$ cat config.mk
export PLATFORM = sky130hd
export DESIGN_NAME = interrupt_controller_flat
export DESIGN_NICKNAME = d
export VERILOG_FILES = /design/src/rtl/interrupt_controller_if.sv /design/src/rtl/interrupt_controller.sv /design/src/flat_wrapper.sv
export SDC_FILE = /design/constraint.sdc
export NUM_CORES = 1
export LEC_CHECK = 0
export ABC_AREA = 1
export CORE_ASPECT_RATIO = 0.7
export CORE_UTILIZATION = 30
export DETAILED_ROUTE_END_ITERATION = 7
export MAX_ROUTING_LAYER = met4
export PLACE_DENSITY_LB_ADDON = 0.05
export SETUP_SLACK_MARGIN = 0.1
export SYNTH_ARGS = -nofsm -noshare
export SYNTH_HDL_FRONTEND = slang
export SYNTH_SLANG_ARGS = --single-unit
$ cat constraint.sdc
create_clock -name clk -period 1.67 [get_ports clk]
set_input_delay 0.4175 -clock clk [delete_from_list [all_inputs] [get_ports clk]]
set_output_delay 0.4175 -clock clk [all_outputs]
set_load 0.02 [all_outputs]
$ cat src/rtl/interrupt_controller_if.sv
// Purpose: CPU bus and interrupt handshake bundle for interrupt_controller.
// Signals:
//   bus_addr[11:0], bus_read_req, bus_write_req, bus_write_data[3:0] : CPU -> controller
//   bus_read_data[3:0], bus_hit                                      : controller -> CPU (combinational)
//   interrupt_enable, interrupt_ack                                  : core -> controller
//   interrupt_req, interrupt_vector[12:0]                            : controller -> core
// Modports: master = CPU/core side, slave = interrupt controller side.
interface interrupt_controller_if;
  logic [11:0] bus_addr;
  logic        bus_read_req;
  logic        bus_write_req;
  logic [3:0]  bus_write_data;
  logic [3:0]  bus_read_data;
  logic        bus_hit;
  logic        interrupt_enable;
  logic        interrupt_ack;
  logic        interrupt_req;
  logic [12:0] interrupt_vector;

  modport master (
    output bus_addr, bus_read_req, bus_write_req, bus_write_data,
    output interrupt_enable, interrupt_ack,
    input  bus_read_data, bus_hit, interrupt_req, interrupt_vector
  );

  modport slave (
    input  bus_addr, bus_read_req, bus_write_req, bus_write_data,
    input  interrupt_enable, interrupt_ack,
    output bus_read_data, bus_hit, interrupt_req, interrupt_vector
  );
endinterface

$ cat src/rtl/interrupt_controller.sv
// Purpose: six-source interrupt controller with read-to-clear factor registers
//   (F00..F05), read/write mask registers (F10..F15), fixed-priority
//   arbitration and an IDLE/REQUEST/SERVICE handshake with the core.
// Ports:
//   clk, reset            : clock, synchronous active-high reset
//   clock_timer_set[3:0], stopwatch_set[1:0], prog_timer_set, serial_set,
//   k0_set, k1_set        : single-cycle factor-set pulses
//   bus                   : interrupt_controller_if.slave (CPU bus + interrupt handshake)
// Configuration: define INTERRUPT_SERIAL_EN to include the serial source (F03/F13,
//   vector 0x10A). Without it those registers read 0 and serial_set is ignored.
module interrupt_controller (
  input  logic                         clk,
  input  logic                         reset,
  input  logic [3:0]                   clock_timer_set,
  input  logic [1:0]                   stopwatch_set,
  input  logic                         prog_timer_set,
  input  logic                         serial_set,
  input  logic                         k0_set,
  input  logic                         k1_set,
  interrupt_controller_if.slave        bus
);

  localparam int unsigned NUM_SRC = 6;
  localparam int unsigned SRC_W   = 3;
  localparam int unsigned NIB_W   = 4;
  localparam int unsigned VEC_W   = 13;

`ifdef INTERRUPT_SERIAL_EN
  localparam bit SERIAL_EN = 1'b1;
`else
  localparam bit SERIAL_EN = 1'b0;
`endif

  // Source index == low address nibble of its factor/mask register
  localparam logic [SRC_W-1:0] SRC_CLK = 3'd0;
  localparam logic [SRC_W-1:0] SRC_SW  = 3'd1;
  localparam logic [SRC_W-1:0] SRC_PT  = 3'd2;
  localparam logic [SRC_W-1:0] SRC_SER = 3'd3;
  localparam logic [SRC_W-1:0] SRC_K0  = 3'd4;
  localparam logic [SRC_W-1:0] SRC_K1  = 3'd5;

  typedef enum logic [1:0] {
    IDLE,
    REQUEST,
    SERVICE
  } state_e;

  // Implemented bits of each factor/mask register
  function automatic logic [NIB_W-1:0] valid_bits(input logic [SRC_W-1:0] idx);
    case (idx)
      SRC_CLK: valid_bits = 4'hF;
      SRC_SW:  valid_bits = 4'h3;
      SRC_PT:  valid_bits = 4'h1;
      SRC_SER: valid_bits = SERIAL_EN ? 4'h1 : 4'h0;
      SRC_K0:  valid_bits = 4'h1;
      SRC_K1:  valid_bits = 4'h1;
      default: valid_bits = 4'h0;
    endcase
  endfunction

  // Service address for each source
  function automatic logic [VEC_W-1:0] vector_of(input logic [SRC_W-1:0] idx);
    case (idx)
      SRC_CLK: vector_of = 13'h0102;
      SRC_SW:  vector_of = 13'h0104;
      SRC_K0:  vector_of = 13'h0106;
      SRC_K1:  vector_of = 13'h0108;
      SRC_SER: vector_of = 13'h010A;
      SRC_PT:  vector_of = 13'h010C;
      default: vector_of = 13'h0000;
    endcase
  endfunction

  state_e                               state_q, state_d;
  logic [SRC_W-1:0]                     src_q, src_d;
  logic [VEC_W-1:0]                     vector_q, vector_d;
  logic [NUM_SRC-1:0][NIB_W-1:0]        factor_q, factor_d;
  logic [NUM_SRC-1:0][NIB_W-1:0]        mask_q, mask_d;
  logic [NUM_SRC-1:0][NIB_W-1:0]        set_bits;
  logic [NUM_SRC-1:0]                   pending;
  logic                                 any_pending;
  logic [SRC_W-1:0]                     best_src;
  logic                                 fac_sel;
  logic                                 msk_sel;
  logic [SRC_W-1:0]                     sel_idx;

  // Address decode: 0xF00..0xF05 factors, 0xF10..0xF15 masks
  assign fac_sel     = (bus.bus_addr[11:4] == 8'hF0) && (bus.bus_addr[3:0] < 4'd6);
  assign msk_sel     = (bus.bus_addr[11:4] == 8'hF1) && (bus.bus_addr[3:0] < 4'd6);
  assign sel_idx     = bus.bus_addr[2:0];
  assign bus.bus_hit = fac_sel | msk_sel;

  // Set pulses aligned to the register bit layout
  always_comb begin
    set_bits          = '0;
    set_bits[SRC_CLK] = clock_timer_set;
    set_bits[SRC_SW]  = {2'b00, stopwatch_set};
    set_bits[SRC_PT]  = {3'b000, prog_timer_set};
    set_bits[SRC_SER] = {3'b000, serial_set};
    set_bits[SRC_K0]  = {3'b000, k0_set};
    set_bits[SRC_K1]  = {3'b000, k1_set};
  end

  // Combinational read mux; returns the pre-edge value even on a clearing read
  always_comb begin
    bus.bus_read_data = '0;
    for (int unsigned i = 0; i < NUM_SRC; i++) begin
      if (sel_idx == SRC_W'(i)) begin
        if (fac_sel) begin
          bus.bus_read_data = factor_q[i];
        end else if (msk_sel) begin
          bus.bus_read_data = mask_q[i];
        end
      end
    end
  end

  // Factor/mask next state; set is applied after the read-clear so set wins
  always_comb begin
    factor_d = factor_q;
    mask_d   = mask_q;
    pending  = '0;
    for (int unsigned i = 0; i < NUM_SRC; i++) begin
      if (bus.bus_read_req && fac_sel && (sel_idx == SRC_W'(i))) begin
        factor_d[i] = '0;
      end
      factor_d[i] = (factor_d[i] | set_bits[i]) & valid_bits(SRC_W'(i));
      if (bus.bus_write_req && msk_sel && (sel_idx == SRC_W'(i))) begin
        mask_d[i] = bus.bus_write_data & valid_bits(SRC_W'(i));
      end
      pending[i] = |(factor_q[i] & mask_q[i]);
    end
  end

  // Fixed priority: prog timer > serial > K1 > K0 > stopwatch > clock timer
  always_comb begin
    any_pending = |pending;
    best_src    = SRC_CLK;
    if (pending[SRC_PT]) begin
      best_src = SRC_PT;
    end else if (pending[SRC_SER]) begin
      best_src = SRC_SER;
    end else if (pending[SRC_K1]) begin
      best_src = SRC_K1;
    end else if (pending[SRC_K0]) begin
      best_src = SRC_K0;
    end else if (pending[SRC_SW]) begin
      best_src = SRC_SW;
    end
  end

  // Handshake FSM next state; vector is latched only when entering REQUEST
  always_comb begin
    state_d  = state_q;
    src_d    = src_q;
    vector_d = vector_q;
    case (state_q)
      IDLE: begin
        if (bus.interrupt_enable && any_pending) begin
          state_d  = REQUEST;
          src_d    = best_src;
          vector_d = vector_of(best_src);
        end
      end
      REQUEST: begin
        if (bus.interrupt_ack) begin
          state_d = SERVICE;
        end else if (!bus.interrupt_enable || !pending[src_q]) begin
          state_d = IDLE;
        end
      end
      SERVICE: begin
        if (!bus.interrupt_enable) begin
          state_d = IDLE;
        end
      end
      default: begin
        state_d = IDLE;
      end
    endcase
  end

  always_ff @(posedge clk) begin
    if (reset) begin
      state_q  <= IDLE;
      src_q    <= '0;
      vector_q <= '0;
      factor_q <= '0;
      mask_q   <= '0;
    end else begin
      state_q  <= state_d;
      src_q    <= src_d;
      vector_q <= vector_d;
      factor_q <= factor_d;
      mask_q   <= mask_d;
    end
  end

  assign bus.interrupt_req    = (state_q == REQUEST);
  assign bus.interrupt_vector = vector_q;

endmodule

$ cat src/flat_wrapper.sv
// flat-port wrapper written by rule: the top's interface ports become plain ports
module interrupt_controller_flat 
  (clk, reset, clock_timer_set, stopwatch_set, prog_timer_set, serial_set, k0_set, k1_set, bus_bus_addr, bus_bus_read_req, bus_bus_write_req, bus_bus_write_data, bus_interrupt_enable, bus_interrupt_ack, bus_bus_read_data, bus_bus_hit, bus_interrupt_req, bus_interrupt_vector);
  interrupt_controller_if bus_i ();
  input  logic clk;
  input  logic reset;
  input  logic [3:0] clock_timer_set;
  input  logic [1:0] stopwatch_set;
  input  logic prog_timer_set;
  input  logic serial_set;
  input  logic k0_set;
  input  logic k1_set;
  input wire logic [$bits(bus_i.bus_addr)-1:0] bus_bus_addr;
  input wire logic [$bits(bus_i.bus_read_req)-1:0] bus_bus_read_req;
  input wire logic [$bits(bus_i.bus_write_req)-1:0] bus_bus_write_req;
  input wire logic [$bits(bus_i.bus_write_data)-1:0] bus_bus_write_data;
  input wire logic [$bits(bus_i.interrupt_enable)-1:0] bus_interrupt_enable;
  input wire logic [$bits(bus_i.interrupt_ack)-1:0] bus_interrupt_ack;
  output wire logic [$bits(bus_i.bus_read_data)-1:0] bus_bus_read_data;
  output wire logic [$bits(bus_i.bus_hit)-1:0] bus_bus_hit;
  output wire logic [$bits(bus_i.interrupt_req)-1:0] bus_interrupt_req;
  output wire logic [$bits(bus_i.interrupt_vector)-1:0] bus_interrupt_vector;
  assign bus_i.bus_addr = bus_bus_addr;
  assign bus_i.bus_read_req = bus_bus_read_req;
  assign bus_i.bus_write_req = bus_bus_write_req;
  assign bus_i.bus_write_data = bus_bus_write_data;
  assign bus_i.interrupt_enable = bus_interrupt_enable;
  assign bus_i.interrupt_ack = bus_interrupt_ack;
  assign bus_bus_read_data = bus_i.bus_read_data;
  assign bus_bus_hit = bus_i.bus_hit;
  assign bus_interrupt_req = bus_i.interrupt_req;
  assign bus_interrupt_vector = bus_i.interrupt_vector;
  interrupt_controller u_core (.clk(clk), .reset(reset), .clock_timer_set(clock_timer_set), .stopwatch_set(stopwatch_set), .prog_timer_set(prog_timer_set), .serial_set(serial_set), .k0_set(k0_set), .k1_set(k1_set), .bus(bus_i));
endmodule
# Word-level counts from Yosys, hierarchy flattened
# Cells that the tools add are included.
dict set report op_classes {
  bitwise_logic 18
  reduce_logical 31
  eq_ne 17
  n_lt_le_gt_ge 2
  mux 42
}
# cell n
set ops {}
lappend ops {{4-bit 2-to-1 mux} 25}
lappend ops {{9-bit case mux with 6 select lines} 1}
lappend ops {{4-bit AND} 8}
lappend ops {{24-bit OR reduction} 1}
lappend ops {{4-bit OR reduction} 6}
lappend ops {{8-bit == test (second input constant)} 2}
lappend ops {{1-bit logical AND} 16}
lappend ops {{1-bit by 4-bit AND with 4-bit output} 3}
lappend ops {{3-bit by 2-bit == test with 1-bit output (second input constant)} 4}
lappend ops {{3-bit == test (second input constant)} 4}
lappend ops {{3-bit 2-to-1 mux} 4}
lappend ops {{2-bit 2-to-1 mux} 5}
lappend ops {{3-bit by 1-bit == test with 1-bit output (second input constant)} 2}
lappend ops {{3-bit zero test} 2}
lappend ops {{2-bit case mux with 3 select lines} 1}
lappend ops {{1-bit 2-to-1 mux} 5}
lappend ops {{2-bit by 4-bit AND with 4-bit output} 1}
lappend ops {{3-bit by 4-bit less-than comparator with 1-bit output (second input constant)} 1}
lappend ops {{4-bit by 3-bit less-than comparator with 1-bit output (second input constant)} 1}
lappend ops {{1-bit bitwise OR} 4}
lappend ops {{4-bit bitwise OR} 1}
lappend ops {{1-bit binary-select mux with 3-bit select} 1}
lappend ops {{3-bit by 2-bit != test with 1-bit output (second input constant)} 1}
lappend ops {{3-bit AND reduction} 1}
lappend ops {{other kinds (9)} 10}
dict set report word_totals {
  out_inout_bits 19
  reg_bits 55
  in_bits 32
  wordCells 125
}

# Depth between registers and ports, before layout
dict set report logic_depth {
  word_depth 20
  ltp_mapped 10
  ltp_nobuf 10
}

# Worst setup path after synthesis
# OpenSTA, ideal clock, no wires.
dict set report synth_path {
  kind {in2out}
  from {input bus_bus_addr[7]}
  to {output bus_bus_read_data[1]}
  arrival_time_ns 1.550
  cell_stages 5
  path_buffers 1
  path_slack_ns -0.297
  required_ns 1.252
  path_cell_list {or2_1 -> nor3_4 -> buf_6 -> o2111ai_1 -> a21oi_1}
}
dict set report synth_via {
  elab_chain_len 20
}
# element line
set synth_rtl {}
lappend synth_rtl {{start: declaration} flat_wrapper.sv:13} ;# input wire logic [$bits(bus_i.bus_addr)-1:0] bus_bus_addr;
lappend synth_rtl {{8-bit == test} interrupt_controller.sv:89} ;# assign msk_sel = (bus.bus_addr[11:4] == 8'hF1) && (bus.bus_addr[3:0] < 4'd6);
lappend synth_rtl {{1-bit logical AND} interrupt_controller.sv:89}
lappend synth_rtl {{4-bit 2-to-1 mux} interrupt_controller.sv:111} ;# end else if (msk_sel) begin
lappend synth_rtl {{4-bit 2-to-1 mux} interrupt_controller.sv:109} ;# if (fac_sel) begin
lappend synth_rtl {{4-bit 2-to-1 mux} interrupt_controller.sv:108} ;# if (sel_idx == SRC_W'(i)) begin
lappend synth_rtl {{4-bit 2-to-1 mux} interrupt_controller.sv:111}
lappend synth_rtl {{4-bit 2-to-1 mux} interrupt_controller.sv:109}
lappend synth_rtl {{4-bit 2-to-1 mux} interrupt_controller.sv:108}
lappend synth_rtl {{(+4 left out)} -}
lappend synth_rtl {{4-bit 2-to-1 mux} interrupt_controller.sv:109}
lappend synth_rtl {{4-bit 2-to-1 mux} interrupt_controller.sv:108}
lappend synth_rtl {{4-bit 2-to-1 mux} interrupt_controller.sv:111}
lappend synth_rtl {{4-bit 2-to-1 mux} interrupt_controller.sv:109}
lappend synth_rtl {{4-bit 2-to-1 mux} interrupt_controller.sv:108}
lappend synth_rtl {{4-bit 2-to-1 mux} interrupt_controller.sv:111}
lappend synth_rtl {{4-bit 2-to-1 mux} interrupt_controller.sv:109}
lappend synth_rtl {{4-bit 2-to-1 mux (*)} interrupt_controller.sv:108}
lappend synth_rtl {{end: declaration} flat_wrapper.sv:19} ;# output wire logic [$bits(bus_i.bus_read_data)-1:0] bus_bus_read_data;
# Mark *: on every way between the ends. The rest lies on a longest branch, timed or not.

# Worst setup path after layout
dict set report layout_path {
  from {input bus_bus_addr[6]}
  to {output bus_bus_read_data[0]}
}
# Same word-level chain as after synthesis.

==> run_results.csv <==
group,metric,value,unit
finish,nNetsFinal,351,
placement,place_congestion,0.878,
power,comb_power_share,19.7,%
synthesis,synth_cell_types,29,
finish,drive_gt1_share,32.4,%
placement,numPortBuffers,40,
power,swShare,26.3,%
finish,area_growth,58.9,%
sta,worst_pin_slew,574,ps
clocking,clockRootBuffer,"clkbuf_8",
routing,drt_iter0_markers,150,
setup_path,start_kind,"input pin",
finish,finalNonFillerCells,387,
power,p_total,1.30,mW
run_status,outcome,"complete, but fails checks",
clocking,cts_buffer_depth,2,
global_route,antenna_found_initial,0,
finish,fin_area,2510,sq um
clocking,ctsHoldBuffers,0,
sta,post-route-min-period,2060,ps
setup_path,critical_path_class,"input pin to output port",
placement,dp_slack,-1200,ps
synthesis,synth_area,1580,sq um
synthesis,yosysTopAreaCell,"dfxtp_1",
setup_path,cp.arrival,1650,ps
clocking,clock_latency,270,ps
setup_path,crit_path_end_kind,"output port",
sta,max_freq,484,MHz
sta,rsz0062_at_grt,"true",
routing,ant_nets,0,
power,p_per_area,518,nW/um^2
run_status,violations,"negative setup slack",
clocking,htreeDepth,1,
sta,fin_skew,3.57,ps
placement,dpl_cell_area,2370,sq um
routing,drt_wl_total,5010,um
clocking,cts_buffers,3,
routing,post_drt_wl_per_cell,13.0,um
sta,layout_setup_ws,-394,ps
global_route,grt_pass1_vias,1548,
die,die_area,5570,sq um
power,pwr-share-seq,51.4,%
run,drv_cap,0,
routing,drc,0,
synthesis,synth_seq_cells,27,
placement,dp_cells,379,
die,num_rows,21,
setup_path,worstPathRequired,1250,ps
clocking,path_clk_slew,90,ps
synthesis,synth_cells,232,
die,io_pins,51,
global_route,grt_util_all_layers,19.6,%
finish,antenna_cells,0,
global_route,grt.overflow.total,0,
sta,slew-limit-headroom,61.6,%
global_route,grt_max_degree,16,
power,p_clk_share,28.9,%
power,p_switching,342,uW
synthesis,synth_top_area_share,34.2,%
power,p_leak,1.16,nW
synthesis,avgSynthCellArea,6.82,sq um
routing,vias,1709,
sta,final-setup-viol-count,5,
power,p_int,961,uW
die,die_w,88.8,um
routing,vias_per_cell,4.42,
sta,slew_violations,0,
power,peakVddDrop,0.336,mV
sta,finalSetupTns,-1610,ps
die,coreArea,4910,sq um
clocking,cts_tree,"yes",
hold_path,min_path_type,"flip-flop to flip-flop",
sta,finalHoldViolations,0,
die,die-height,62.7,um
clocking,cts.sinks,27,
synthesis,synthTopCellsByArea,"dfxtp_1 (34%), nand2_1 (11%), a21oi_1 (9.8%)",
synthesis,synth_seq_area_share,34.2,%
routing,drtPass1Iterations,4,
placement,hpwlAfterDp,3920,um
setup_path,cp_max_fo,6,
die,initial_utilization,32.2,%
sta,finalCritPeriodShare,124,%
global_route,grt_pass1_wl,7870,um
finish,mostFrequentLayoutCells,"buf_4 (44), nand2_1 (43), inv_1 (31)",
finish,layout_commonest_cell,"buf_4",
synthesis,yosysWarnings,0,
==> synth_stat cells <==
cell type  number
nand2_1        45
inv_1          32
a21oi_1        31
dfxtp_1        27
nor2_1         18
nand3_1        13
buf_4          10
o21ai_0         9
nand2_2         8
o21ai_1         8
nand4_1         6
clkbuf_1        3
inv_2           2
nor3_1          2
nor3_2          2
nor3_4          2
o2111ai_1       2
a211oi_1        1
a21boi_1        1
buf_6           1
conb_1          1
nand2_4         1
nand3_4         1
nand3b_2        1
nor2_8          1
o21ai_2         1
o22ai_1         1
or2_1           1
or2_2           1
==> timing repair <==
action	CTS	global route
pin swaps	7	6
setup buffers	2	0
endpoints found under the hold margin	0	0
endpoints found under the setup margin	28	18
gates cloned	1	1
gates resized for setup	77	16
==> state kept, by name, summed over array words and instances, names as in the netlist <==
signal / flops
u_core.bus.interrupt_vector: 4
u_core.factor_q: 9
u_core.mask_q: 9
u_core.src_q: 3
u_core.state_q: 2
==> worst max-delay path, cell delays in order <==
cell	delay, ps
buf_6	90
or2_4	260
nor3_4	220
buf_6	130
buf_12	100
nand3_2	50
inv_1	50
nand2_1	40
nand2_1	60
nand2_1	60
nand2_2	50
buf_6	110
==> power by group through the flow <==
stage	logic, mW	registers [mW]	clock network [mW]
2_1_floorplan	0.102	0.683	0
3_3_place_gp	0.257	0.685	0
3_5_place_dp	0.255	0.684	0
4_1_cts	0.252	0.670	0.388
5_1_grt	0.280	0.672	0.432
6_report	0.257	0.670	0.376
==> kinds of logic after synthesis <==
logic type / synth area share, %
AOI/OAI and AO/OA: 18.2
buffers and inverters: 14.2
DFF: 34.2
other: 0.237
and+or+nand+nor: 33.1
==> layer usage <==
layer	track usage (%)	share of wire, %	vias up
met1	34.0	61	732
met5	-	0	-
met4	1.81	0.24	0
met2	21.5	33	52
li1	-	-	923
met3	5.02	6.2	2
==> metrics by stage <==
| stage | utilization, % | hold slack, ps |
|---|---|---|
| after floorplan | - | 436 |
| after global placement | 48.2 | 438 |
| after detailed placement | 48.2 | 443 |
| final | 51.2 | 450 |
| after global routing | 51.2 | 493 |
| after CTS | 50.1 | 455 |
==> final timing paths <==
kind,start,to,slack (ps),depth (start not counted)
hold reg to reg,u_core.bus.interrupt_vector[8],u_core.bus.interrupt_vector[8],450,2
setup / recovery,bus_bus_addr[6],bus_bus_read_data[0],-390,12
hold / removal,u_core.bus.interrupt_vector[8],u_core.bus.interrupt_vector[8],450,2
setup reg to reg,u_core.mask_q[8],u_core.bus.interrupt_vector[2],200,8
==> area by class of cell <==
cell class                      instances  area (sq um)
Tap cell                               69          86.3
Inverter                               34           128
Clock buffer                            4          45.0
Timing Repair Buffer                   87           764
Sequential cell                        27           541
Multi-Input combinational cell        166           950
Fill cell                             515          2400
(Power assumes the default switching activity.)
